$ cat config.mk
export PLATFORM = sky130hd
export DESIGN_NAME = meta_ctrl_queue
export DESIGN_NICKNAME = d
export VERILOG_FILES = /design/src/rtl/meta_ctrl_queue_ptr.sv /design/src/rtl/meta_ctrl_queue.sv
export SDC_FILE = /design/constraint.sdc
export NUM_CORES = 1
export LEC_CHECK = 0
export CAP_MARGIN = 20
export CORE_MARGIN = 3
export CORE_UTILIZATION = 54
export DETAILED_ROUTE_END_ITERATION = 6
export GPL_ROUTABILITY_DRIVEN = 0
export PLACE_DENSITY_LB_ADDON = 0.3
export SYNTH_ARGS = -nofsm -noshare
export SYNTH_HDL_FRONTEND = slang
export SYNTH_HIERARCHICAL = 1
export SYNTH_SLANG_ARGS = --single-unit
$ cat constraint.sdc
create_clock -name clk_i -period 5.65 [get_ports clk_i]
set_clock_uncertainty 0.1 [all_clocks]
set_input_delay 0.8475 -clock clk_i [delete_from_list [all_inputs] [get_ports clk_i]]
set_output_delay 0.8475 -clock clk_i [all_outputs]
set_load 0.05 [all_outputs]
$ cat src/rtl/meta_ctrl_queue_ptr.sv
// rtl/meta_ctrl_queue_ptr.sv - pointer counter wrapping at Depth-1 with clear and increment
module meta_ctrl_queue_ptr #(
    parameter int Depth = 4,
    parameter int PW    = (Depth > 1) ? $clog2(Depth) : 1
) (
    input  logic          clk_i,
    input  logic          rst_ni,
    input  logic          clr_i,
    input  logic          inc_i,
    output logic [PW-1:0] ptr_o
);

    logic [PW-1:0] r_ptr;

    // Explicit wrap compare so non-power-of-two depths index the array correctly.
    always_ff @(posedge clk_i or negedge rst_ni) begin
        if (!rst_ni) begin
            r_ptr <= '0;
        end else if (clr_i) begin
            r_ptr <= '0;
        end else if (inc_i) begin
            if (r_ptr == PW'(Depth - 1)) r_ptr <= '0;
            else                         r_ptr <= r_ptr + PW'(1);
        end
    end

    assign ptr_o = r_ptr;

endmodule

$ cat src/rtl/meta_ctrl_queue.sv
// rtl/meta_ctrl_queue.sv - meta-control FIFO between the VLSU control machine and data controller
// Optional same-cycle fall-through on an empty queue: VLSU_META_FALLTHROUGH_EN.
module meta_ctrl_queue #(
    parameter int  Depth        = 4,
    parameter type meta_glb_t   = logic,
    parameter type meta_seglv_t = logic,
    parameter int  CW           = $clog2(Depth + 1)
) (
    input  logic        clk_i,
    input  logic        rst_ni,
    input  logic        flush_i,
    input  logic        meta_ctrl_valid_i,
    output logic        meta_ctrl_ready_o,
    input  meta_glb_t   meta_glb_i,
    input  meta_seglv_t meta_seglv_i,
    output logic        meta_valid_o,
    input  logic        meta_ready_i,
    output meta_glb_t   meta_glb_o,
    output meta_seglv_t meta_seglv_o,
    output logic [CW-1:0] count_o,
    output logic        overflow_o
);

    localparam int PW = $clog2(Depth);

    typedef struct packed {
        meta_glb_t   glb;
        meta_seglv_t seglv;
    } entry_t;

    entry_t        r_mem [Depth];
    logic [CW-1:0] r_count;
    logic          r_overflow;
    logic [PW-1:0] w_rd_ptr;
    logic [PW-1:0] w_wr_ptr;
    logic          w_empty;
    logic          w_enq;
    logic          w_deq;
    logic          w_bypass;
    logic          w_wr;
    logic          w_rd;
    entry_t        w_in;
    entry_t        w_head;

    assign w_in              = '{glb: meta_glb_i, seglv: meta_seglv_i};
    assign w_empty           = (r_count == '0);
    assign meta_ctrl_ready_o = (r_count != CW'(Depth));

`ifdef VLSU_META_FALLTHROUGH_EN
    logic w_ft;
    assign w_ft         = w_empty & meta_ctrl_valid_i & ~flush_i;
    assign meta_valid_o = ~w_empty | w_ft;
    assign w_head       = w_ft ? w_in : r_mem[w_rd_ptr];
    assign w_bypass     = w_ft & meta_ready_i;
`else
    assign meta_valid_o = ~w_empty;
    assign w_head       = r_mem[w_rd_ptr];
    assign w_bypass     = 1'b0;
`endif

    assign w_enq = meta_ctrl_valid_i & meta_ctrl_ready_o;
    assign w_deq = meta_valid_o & meta_ready_i;
    // A bypassed entry touches neither storage nor occupancy; flush wins over both.
    assign w_wr  = w_enq & ~w_bypass & ~flush_i;
    assign w_rd  = w_deq & ~w_bypass & ~flush_i;

    meta_ctrl_queue_ptr #(.Depth(Depth), .PW(PW)) u_rd_ptr (
        .clk_i  (clk_i),
        .rst_ni (rst_ni),
        .clr_i  (flush_i),
        .inc_i  (w_rd),
        .ptr_o  (w_rd_ptr)
    );

    meta_ctrl_queue_ptr #(.Depth(Depth), .PW(PW)) u_wr_ptr (
        .clk_i  (clk_i),
        .rst_ni (rst_ni),
        .clr_i  (flush_i),
        .inc_i  (w_wr),
        .ptr_o  (w_wr_ptr)
    );

    always_ff @(posedge clk_i) begin
        if (w_wr) r_mem[w_wr_ptr] <= w_in;
    end

    always_ff @(posedge clk_i or negedge rst_ni) begin
        if (!rst_ni) begin
            r_count <= '0;
        end else if (flush_i) begin
            r_count <= '0;
        end else if (w_wr && !w_rd) begin
            r_count <= r_count + CW'(1);
        end else if (w_rd && !w_wr) begin
            r_count <= r_count - CW'(1);
        end
    end

    // Sticky until reset: an offer while full breaks the control machine contract.
    always_ff @(posedge clk_i or negedge rst_ni) begin
        if (!rst_ni) begin
            r_overflow <= 1'b0;
        end else if (meta_ctrl_valid_i && !meta_ctrl_ready_o) begin
            r_overflow <= 1'b1;
        end
    end

    assign meta_glb_o   = w_head.glb;
    assign meta_seglv_o = w_head.seglv;
    assign count_o      = r_count;
    assign overflow_o   = r_overflow;

endmodule

==> results of run 1 <==
==> final timing paths <==
path,startpoint,to,slack [ps],cells past startpoint
max in group asynchronous,rst_ni,u_wr_ptr/ptr_o[0],4430,1
worst min register to register,overflow_o,overflow_o,390,1
worst max register to register,count_o[0],count_o[1],3200,9
worst max-delay path,meta_ctrl_valid_i,count_o[1],2580,8
worst min-delay path,overflow_o,overflow_o,390,1
min in group asynchronous,rst_ni,count_o[0],740,1
==> per-stage QoR <==
| stage | hold WS, ps | cell area, um2 | power (W) | instances | util [%] |
|---|---|---|---|---|---|
| 2_1_floorplan | 449.8 | 870.8 | 0.0002875 | 73 | - |
| 3_3_place_gp | 364.4 | 1020 | 0.0003361 | 100 | 72.90 |
| 3_5_place_dp | 357.6 | 1020 | 0.0003406 | 100 | 72.90 |
| 4_1_cts | 383.3 | 1046 | 0.0004023 | 104 | 74.78 |
| 5_1_grt | 420.5 | 1046 | 0.0004239 | 104 | 74.78 |
| 6_report | 385.9 | 1046 | 0.0004004 | 104 | 74.78 |
==> cells by family after synthesis <==
| family | synth area share (%) |
|---|---|
| and+or+nand+nor | 15.52 |
| AOI/OAI and AO/OA | 15.66 |
| DFF | 50.57 |
| buffers and inverters | 3.304 |
| muxes | 8.764 |
| adders and majority gates | 5.172 |
| xor gates and xnor gates | 1.006 |
==> layout by cell type (no fill, tap or decap), drive strengths merged, types with 2 or more instances in the layout <==
cell type,Yosys,final
mux2i,2,2
clkbuf,1,3
dfrtp,8,8
ha,2,2
or3b,2,2
mux4,2,2
nand2b,2,2
a31oi,3,3
clkdlybuf4s50,0,14
o21ai,3,3
nor2,7,7
a21oi,4,4
inv,5,5
nor3b,3,3
a31o,2,2
edfxtp,8,8
nand2,2,2
nand3,2,2
==> power by group through the flow <==
| stage | clock (W) | combinational (W) | sequential [W] |
|---|---|---|---|
| after floorplan | 0 | 0.000109 | 0.000178 |
| after global placement | 0 | 0.000181 | 0.000155 |
| after detailed placement | 0 | 0.000185 | 0.000155 |
| after CTS | 0.0000632 | 0.000186 | 0.000153 |
| after global routing | 0.0000688 | 0.000199 | 0.000156 |
| final | 0.0000614 | 0.000186 | 0.000153 |
==> per-layer routing <==
layer	vias up	share of wire, %	global-route usage, %
li1	308	-	-
met1	307	49	25.69
met2	18	46	26.10
met3	2	4.5	4.688
met4	0	0.83	8.523
met5	-	0	0
==> sequential cells by signal (all words and copies together), names as in the netlist <==
name and cells:
count_o 3, u_rd_ptr/ptr_o 2, u_wr_ptr/ptr_o 2, overflow_o 1, r_mem 8
==> area by class of cell <==
type | instances | area (um2)
sequential | 16 | 440.4
multi-input combinational | 50 | 401.6
fill | 95 | 352.8
timing repair buffer | 14 | 140.1
clock buffer | 3 | 22.52
inverter | 5 | 18.77
tap | 15 | 18.77
clock inverter | 1 | 3.754
==> impl_results.md, run 1 <==
- Status: finished clean
- Total GRT Usage: 18.24%
- CP Cell Sequence: clkdlybuf4s50_1 -> nand3b_1 -> a21oi_1 -> fa_1 -> nor2b_1 -> a31o_2 -> a21boi_0 -> o21a_1
- Cell area after synthesis: between 800 and 900 um2
- First-pass GRT wire length: roughly 2.7 mm
- Initial Util: 62.25%
- Clk slew on worst S/H paths: around 90 ps
- Worst Path Buf+Inv: 1
- Clock power share: 15.3%
- Syn_nets: 83
- Skew-Pair Late Insertion Delay: 290 ps
- Post-Syn Area per Cell: 11.93 um2
- CP Max Fanout: 14
- Setup crit end kind: flip-flop
- Post-DR wirelength/cell: around 15 um
- Synth Warn #: 6
- CP startpoint kind: input pin
- DR vias/cell: between 6 and 7
- Max IR drop VDD: 297.0 uV
- Setup violations, final: 0
- Nets: 100
- WP data arrival: 3200 ps
- Post-cts sizing count: 0
- Initial antenna violation count: 0
- Max Freq: around 330 MHz
- Layout cells sized above 1: 14.61%
- Final hold vios: 0
- Top FF cell, synth: edfxtp_1
- Iter 0 DRT Violations: 18
- RSZ-0062 raised after global routing: false
- Post-synth top cells: dfrtp_1, edfxtp_1, nor2_1
- WL final: about 1.6 mm
- Part of the power in registers: around two fifths
- Bufs on Longest Clock Path: 2
- Number of port buffers: 14
- Routed Antenna Nets: 0
- DR pass1 iterations: 4
- I/O pin cnt: 15
- Pre-CTS WS: roughly 2300 ps
- CP required: 5780 ps
- Cells after Synth: 73
- Setup Fix Bufs, Post-CTS: 0
- Static Leak: roughly 0.4 nW
- Cell taking the most area after synthesis: edfxtp_1
- CTS HTree Levels: 1
- Num CTS Buffers: 3
- Combinational power share: between 40 and 50%
- Total grt overflow: 0
- CP delay by family, top: buffers and inverters
- WS Path Type: input pin to flip-flop
- Clk root buf: clkbuf_4
- Power per cell area: between 300 and 400 nW/um2
- Slowest-stage cell, CP: clkdlybuf4s50_1
- Cts-stage hold buffer count: 0
- Vias in the first global route: between 600 and 700
- Die Y: between 40 and 50 um
- Slew Limit Fails: 0
- CTS tree: yes
- Crit path largest cell delay: roughly 760 ps
- Psw: around 0.00017 W
- FF+latch count, synth: 16
- Die area: 2130 um2
- Worst Tran Pin Value: 494.1 ps
- Post-route clock period utilization: 54.29%
- Top cell type's share of synthesized area: between 20 and 30%
- CTS sink cnt: 16
- Largest net degree at the start of global routing: 15
- Core Region: approximately 1400 um2
- Via count: around 640
- Synth cell types: 34
- Share of async-settable or async-resettable flops after synthesis: about 50%
- Top cells by area, synth: edfxtp_1, dfrtp_1, mux4_2
- Int Pwr: between 0.0002 and 0.00025 W
- Setup slack after layout: about 2600 ps
- Setup TNS: 0 ps
- DP Wirelength: between 1 and 1.5 mm
- Relative slew slack: approximately 67%
- # rows: 13
- Post-synthesis sequential area ratio: 50.57%
- Min Tclk post-route: 3068 ps
- Synthesis-to-layout area growth: 20.11%
- Switching part of the total: ~41%
- Max Cap Viol: 0
- Min-delay worst type: flip-flop to flip-flop
- Antenna diode count: 0
- Number of synthesized flops with an enable pin: 8
- Die Span X: around 46 um
- Drt drc: 0
No activity file was read; power rests on OpenSTA's default activity.
==> run 2, diff against run 1 <==
--- a/config.mk
+++ b/config.mk
@@ -7,7 +7,7 @@
 export LEC_CHECK = 0
 export CAP_MARGIN = 20
 export CORE_MARGIN = 3
-export CORE_UTILIZATION = 54
+export CORE_UTILIZATION = 45
 export DETAILED_ROUTE_END_ITERATION = 6
 export GPL_ROUTABILITY_DRIVEN = 0
 export PLACE_DENSITY_LB_ADDON = 0.3
==> constraint.sdc (replaced) <==
create_clock -name clk_i -period 2.5 [get_ports clk_i]
set_clock_uncertainty 0.1 [all_clocks]
set_input_delay 0.375 -clock clk_i [delete_from_list [all_inputs] [get_ports clk_i]]
set_output_delay 0.375 -clock clk_i [all_outputs]
set_load 0.05 [all_outputs]
==> run 2 against run 1 <==
Net effect:
- flip-flop and latch count stayed put
- worst setup slack worse by 2400 ps
- core utilization is 13 points lower
- via count is 2.8% higher
- clock power is 130% higher
- count of clock-buffer cells in the layout is 1 higher
- routed wire length is 16% higher
- register-to-register slack worse by 3000 ps
- sequential power is 130% higher
- cell area is 5.4% higher
- critical endpoint unchanged
- largest cell class unchanged
- largest power group unchanged
==> impl_results.md, run 2 (synthesis results as in run 1) <==
- Max IR drop VDD: around 630 uV
- DP Wirelength: 1.339 mm
- Total GRT Usage: 17.27%
- CTS HTree Levels: 1
- Most frequent cells in the layout: clkdlybuf4s50_1, edfxtp_1, nor2_1
- Setup TNS: 0 ps
- Bufs on Longest Clock Path: 2
- Largest net degree at the start of global routing: 14
- Antenna diode count: 0
- Synthesis-to-layout area growth: 26.58%
- WP data arrival: about 2400 ps
- Max Freq: 439.5 MHz
- Drt drc: 0
- Power per cell area: approximately 840 nW/um2
- WS Path Type: flip-flop to flip-flop
- Clk slew on worst S/H paths: around 100 ps
- RR Endpoint: count_o[1]
- First-pass GRT wire length: approximately 3.1 mm
- Post-route clock period utilization: 91.02%
- Die Y: 49.99 um
- Iter 0 DRT Violations: 9
- Initial Util: 48.84%
- CP delay by family, top: compound AO/OA/AOI/OAI gates
- Switching part of the total: around 41%
- WL final: about 1.8 mm
- Total grt overflow: 0
- Final hold vios: 0
- Layout cells sized above 1: a little under a quarter
- DR vias/cell: roughly 5.5
- Worst Path Buf+Inv: 0
- Die Span X: 49.99 um
- Post-Layout Cell Count: 118
- DR pass1 iterations: 4
- Static Leak: ~0.43 nW
- CP Max Fanout: 7
- Final Cell Area: roughly 1100 um2
- CP Cell Sequence: nor2_2 -> nand2_2 -> nand3b_1 -> a21oi_1 -> fa_1 -> nor2b_1 -> a31o_2 -> a21boi_0 -> o21a_1
- Int Pwr: between 0.0005 and 0.0006 W
- Core Region: 1783 um2
- Placed Cells: 114
- Clock power share: 15.0%
- Setup violations, final: 0
- Setup Fix Bufs, Post-CTS: 0
- Combinational power share: 46.7%
- Cts-stage hold buffer count: 0
- Commonest non-fill, non-tap cell in the layout: clkdlybuf4s50_1
- Status: finished clean
- Slew Limit Fails: 0
- Clk root buf: clkbuf_4
- Relative slew slack: 65.51%
- Dpl cell area: 1071 um2
- Area of the multi-input gates: around 410 um2
- Post-DR wirelength/cell: roughly 15 um
- I/O pin cnt: 15
- Fill count: roughly 150
- Vias in the first global route: 660
- Skew-Pair Late Insertion Delay: slightly below 300 ps
- Setup crit end kind: flip-flop
- CTS sink cnt: 16
- Total power: 0.0009281 W
- Worst r2r src: count_o[1]
- Register Area: 444.2 um2
- Part of the power in registers: a little under two fifths
- Max reg flops: 8
- Routed Antenna Nets: 0
- Initial antenna violation count: 0
- # rows: 15
- Die area: 2499 um2
- FF-to-FF setup slack: about 220 ps
- Psw: approximately 0.00038 W
- Nets: between 100 and 150
- Post-cts sizing count: 0
- R2R cell count: 9
- Largest reg by FF count: r_mem
- Number of port buffers: 14
- RSZ-0062 raised after global routing: false
- Min-delay worst type: input pin to asynchronous set/reset pin
- Max Cap Viol: 0
- Num CTS Buffers: 3
- Via count: ~650
- Min Tclk post-route: approximately 2300 ps
- CP required: about 2600 ps
- Worst Tran Pin Value: 516.5 ps
- CTS tree: yes
- Crit path largest cell delay: roughly 480 ps
- CP startpoint kind: flip-flop
- Slowest-stage cell, CP: dfrtp_2
-- run 2: cell types whose count changed in the layout (fill, tap and decap cells not counted), sizes merged --
cell,previous run,this run
clkinv,1,0
clkbuf,3,4
buf,0,4
clkdlybuf4s50,14,12
dlymetal6s2s,0,2
-- run 2: how the worst max path moves through the flow --
stage | from | endpoint | slack, ps | depth (start not counted)
floorplan | count_o[1] | count_o[1] | 10 | 9
global placement | flush_i | count_o[1] | 100 | 8
detailed placement | flush_i | count_o[1] | 30 | 8
CTS | u_rd_ptr/ptr_o[0] | meta_seglv_o | 20 | 2
global route | count_o[1] | count_o[1] | 80 | 9
finish | count_o[1] | count_o[1] | 220 | 9
-- run 2: power groups by stage --
stage | registers [W] | logic [W] | clock network [W]
after floorplan | 0.000408 | 0.000250 | 0
after global placement | 0.000357 | 0.000427 | 0
after detailed placement | 0.000359 | 0.000435 | 0
after CTS | 0.000353 | 0.000437 | 0.000145
after global routing | 0.000360 | 0.000471 | 0.000160
final | 0.000355 | 0.000434 | 0.000139
-- run 2: stage by stage --
stage | hold slack, ps | utilization, % | setup WS [ps]
2_1_floorplan | -20.59 | - | 13.47
3_3_place_gp | 359.0 | 60.07 | 101.6
3_5_place_dp | 358.8 | 60.07 | 28.11
4_1_cts | 270.2 | 61.54 | 15.93
5_1_grt | 277.4 | 61.82 | 81.04
6_report | 267.0 | 61.82 | 224.5
-- run 2: metal layers --
metal	GRT usage, %	routed length, um
met5	0	0
met3	5.136	77
met1	22.81	815
met4	6.912	32
met2	26.30	895
-- run 2: final cells by class --
class	instances	share of cell area, %
multi-input cells	50	36.89
clock buffers	4	2.384
well taps	25	2.838
flip-flops and latches	16	40.30
repair buffers	18	15.89
inverters	5	1.703
==> run 3, diff against run 2 <==
--- a/config.mk
+++ b/config.mk
@@ -10,6 +10,7 @@
 export CORE_UTILIZATION = 45
 export DETAILED_ROUTE_END_ITERATION = 6
 export GPL_ROUTABILITY_DRIVEN = 0
+export GPL_TIMING_DRIVEN = 0
 export PLACE_DENSITY_LB_ADDON = 0.3
 export SYNTH_ARGS = -nofsm -noshare
 export SYNTH_HDL_FRONTEND = slang
==> run 3 against run 2 <==
Net effect:
- cell area shrank 1.4%
- hold slack lost 1.6 ps
- routed wire length shrank 9.4%
- global-route usage shrank 1.9 points
- sequential power is essentially flat
- via count shrank 1.5%
- combinational power shrank 2%
- maximum frequency grew 0.77%
- non-clock buffer count shrank 2
- register-to-register slack gained 20 ps
==> impl_results.md, run 3 (synthesis results as in run 1) <==
- Status: finished clean
- Placed Cells: around 110
- CP Max Fanout: 7
- Routed Antenna Nets: 0
- Worst r2r src: count_o[1]
- Clk root buf: clkbuf_4
- Antenna diode count: 0
- Core Region: ~1800 um2
- Relative slew slack: approximately 66%
- Static Leak: about 0.44 nW
- Worst Tran Pin Value: roughly 510 ps
- Most frequent cells in the layout: clkdlybuf4s50_1, edfxtp_1, nor2_1
- CP Cell Sequence: or2_4 -> a21oi_1 -> fa_1 -> nor2b_1 -> a31o_2 -> a21boi_0 -> o21a_1
- R2R cell count: 7
- WS Path Type: flip-flop to flip-flop
- Clk slew on worst S/H paths: ~90 ps
- CTS HTree Levels: 1
- Vias in the first global route: 600
- RR Endpoint: count_o[1]
- DR vias/cell: around 5.5
- Iter 0 DRT Violations: 17
- First-pass GRT wire length: between 2 and 3 mm
- Drt drc: 0
- DR pass1 iterations: 4
- Cts-stage hold buffer count: 0
- Number of cells on the critical path: 7
- Total grt overflow: 0
- I/O pin cnt: 15
- Commonest non-fill, non-tap cell in the layout: clkdlybuf4s50_1
- Min-delay worst type: input pin to asynchronous set/reset pin
- Final hold vios: 0
- Synthesis-to-layout area growth: 24.86%
- Post-Layout Cell Count: 116
- WP data arrival: about 2400 ps
- Nets: a little over 100
- Initial antenna violation count: 0
- CP delay by family, top: compound AO/OA/AOI/OAI gates
- CTS sink cnt: 16
- Max IR drop VDD: a little over 500 uV
- Die Span X: 49.99 um
- Bufs on Longest Clock Path: 2
- Setup TNS: 0 ps
- CP startpoint kind: flip-flop
- Power per cell area: 840.2 nW/um2
- Dpl cell area: 1041 um2
- Largest net degree at the start of global routing: 11
- Crit path largest cell delay: approximately 470 ps
- FF-to-FF setup slack: 240 ps
- Largest reg by FF count: r_mem
- RSZ-0062 raised after global routing: false
- Post-DR wirelength/cell: about 14 um
- Setup violations, final: 0
- Area of the multi-input gates: 406.6 um2
- Layout cells sized above 1: a little under a quarter
- Register Area: between 400 and 500 um2
- Max Freq: about 440 MHz
- DP Wirelength: around 1.2 mm
- Setup crit end kind: flip-flop
- Slew Limit Fails: 0
- Slowest-stage cell, CP: dfrtp_2
- Worst Path Buf+Inv: 0
- CTS tree: yes
- Post-route clock period utilization: 90.33%
- WHS: ~270 ps
- Number of port buffers: 13
- CP required: around 2600 ps
- Min Tclk post-route: between 2000 and 2500 ps
- Max Cap Viol: 0
- Final Cell Area: 1087 um2
- Max reg flops: 8
- Die Y: roughly 50 um
- Total GRT Usage: 15.39%
- Via count: approximately 640
- Die area: about 2500 um2
- Skew-Pair Late Insertion Delay: about 280 ps
- Num CTS Buffers: 3
- Fill count: 158
- Initial Util: approximately 50%
- WL final: roughly 1.7 mm
- # rows: 15
## run 3: worst max path at each step
stage                                  from           end  slack (ps)
after floorplan                  count_o[1]    count_o[1]          10
after global placement    meta_ctrl_valid_i    count_o[1]        -340
after detailed placement  meta_ctrl_valid_i    count_o[1]        -420
after CTS                 u_rd_ptr/ptr_o[0]  meta_seglv_o           9
after global routing             count_o[0]    count_o[1]          90
final                            count_o[1]    count_o[1]         240
## run 3: where the power goes
group          total, W  switching [W]  internal [W]
clock          0.000133      0.0000752     0.0000579
sequential     0.000354      0.0000467      0.000307
combinational  0.000427       0.000254      0.000173
total          0.000914       0.000375      0.000538
## run 3: stage by stage
stage | setup WS, ps | total power, W | utilization [%]
after floorplan | 13.47 | 0.0006583 | -
after global placement | -340.7 | 0.0007733 | 58.39
final | 241.8 | 0.0009136 | 60.98
after global routing | 91.04 | 0.0009716 | 60.98
after CTS | 9.242 | 0.0009201 | 60.42
after detailed placement | -415.9 | 0.0007819 | 58.39
## run 3: timing repair
| action | 4_1_cts | 5_1_grt |
|---|---|---|
| resized for setup | 1 | 4 |
| endpoints found under the setup margin | 1 | 3 |
| buffers inserted | 1 | 0 |
| pin swaps | 0 | 0 |
## run 3: layout make-up
cell class,instances,area share [%]
plain buffers,2,1.151
clock buffers,3,2.071
clock inverters,1,0.3452
inverters,5,1.726
multi-input cells,50,37.40
flip-flops and latches,16,40.85
well taps,25,2.877
repair buffers,14,13.58
## run 3: layer usage
| metal | up-vias | track usage, % | part of all wire (%) |
|---|---|---|---|
| met4 | 0 | 2.765 | 0 |
| met5 | - | 0 | 0 |
| met1 | 314 | 21.41 | 47 |
| met2 | 18 | 23.48 | 48 |
| li1 | 311 | - | - |
| met3 | 0 | 5.136 | 4.6 |
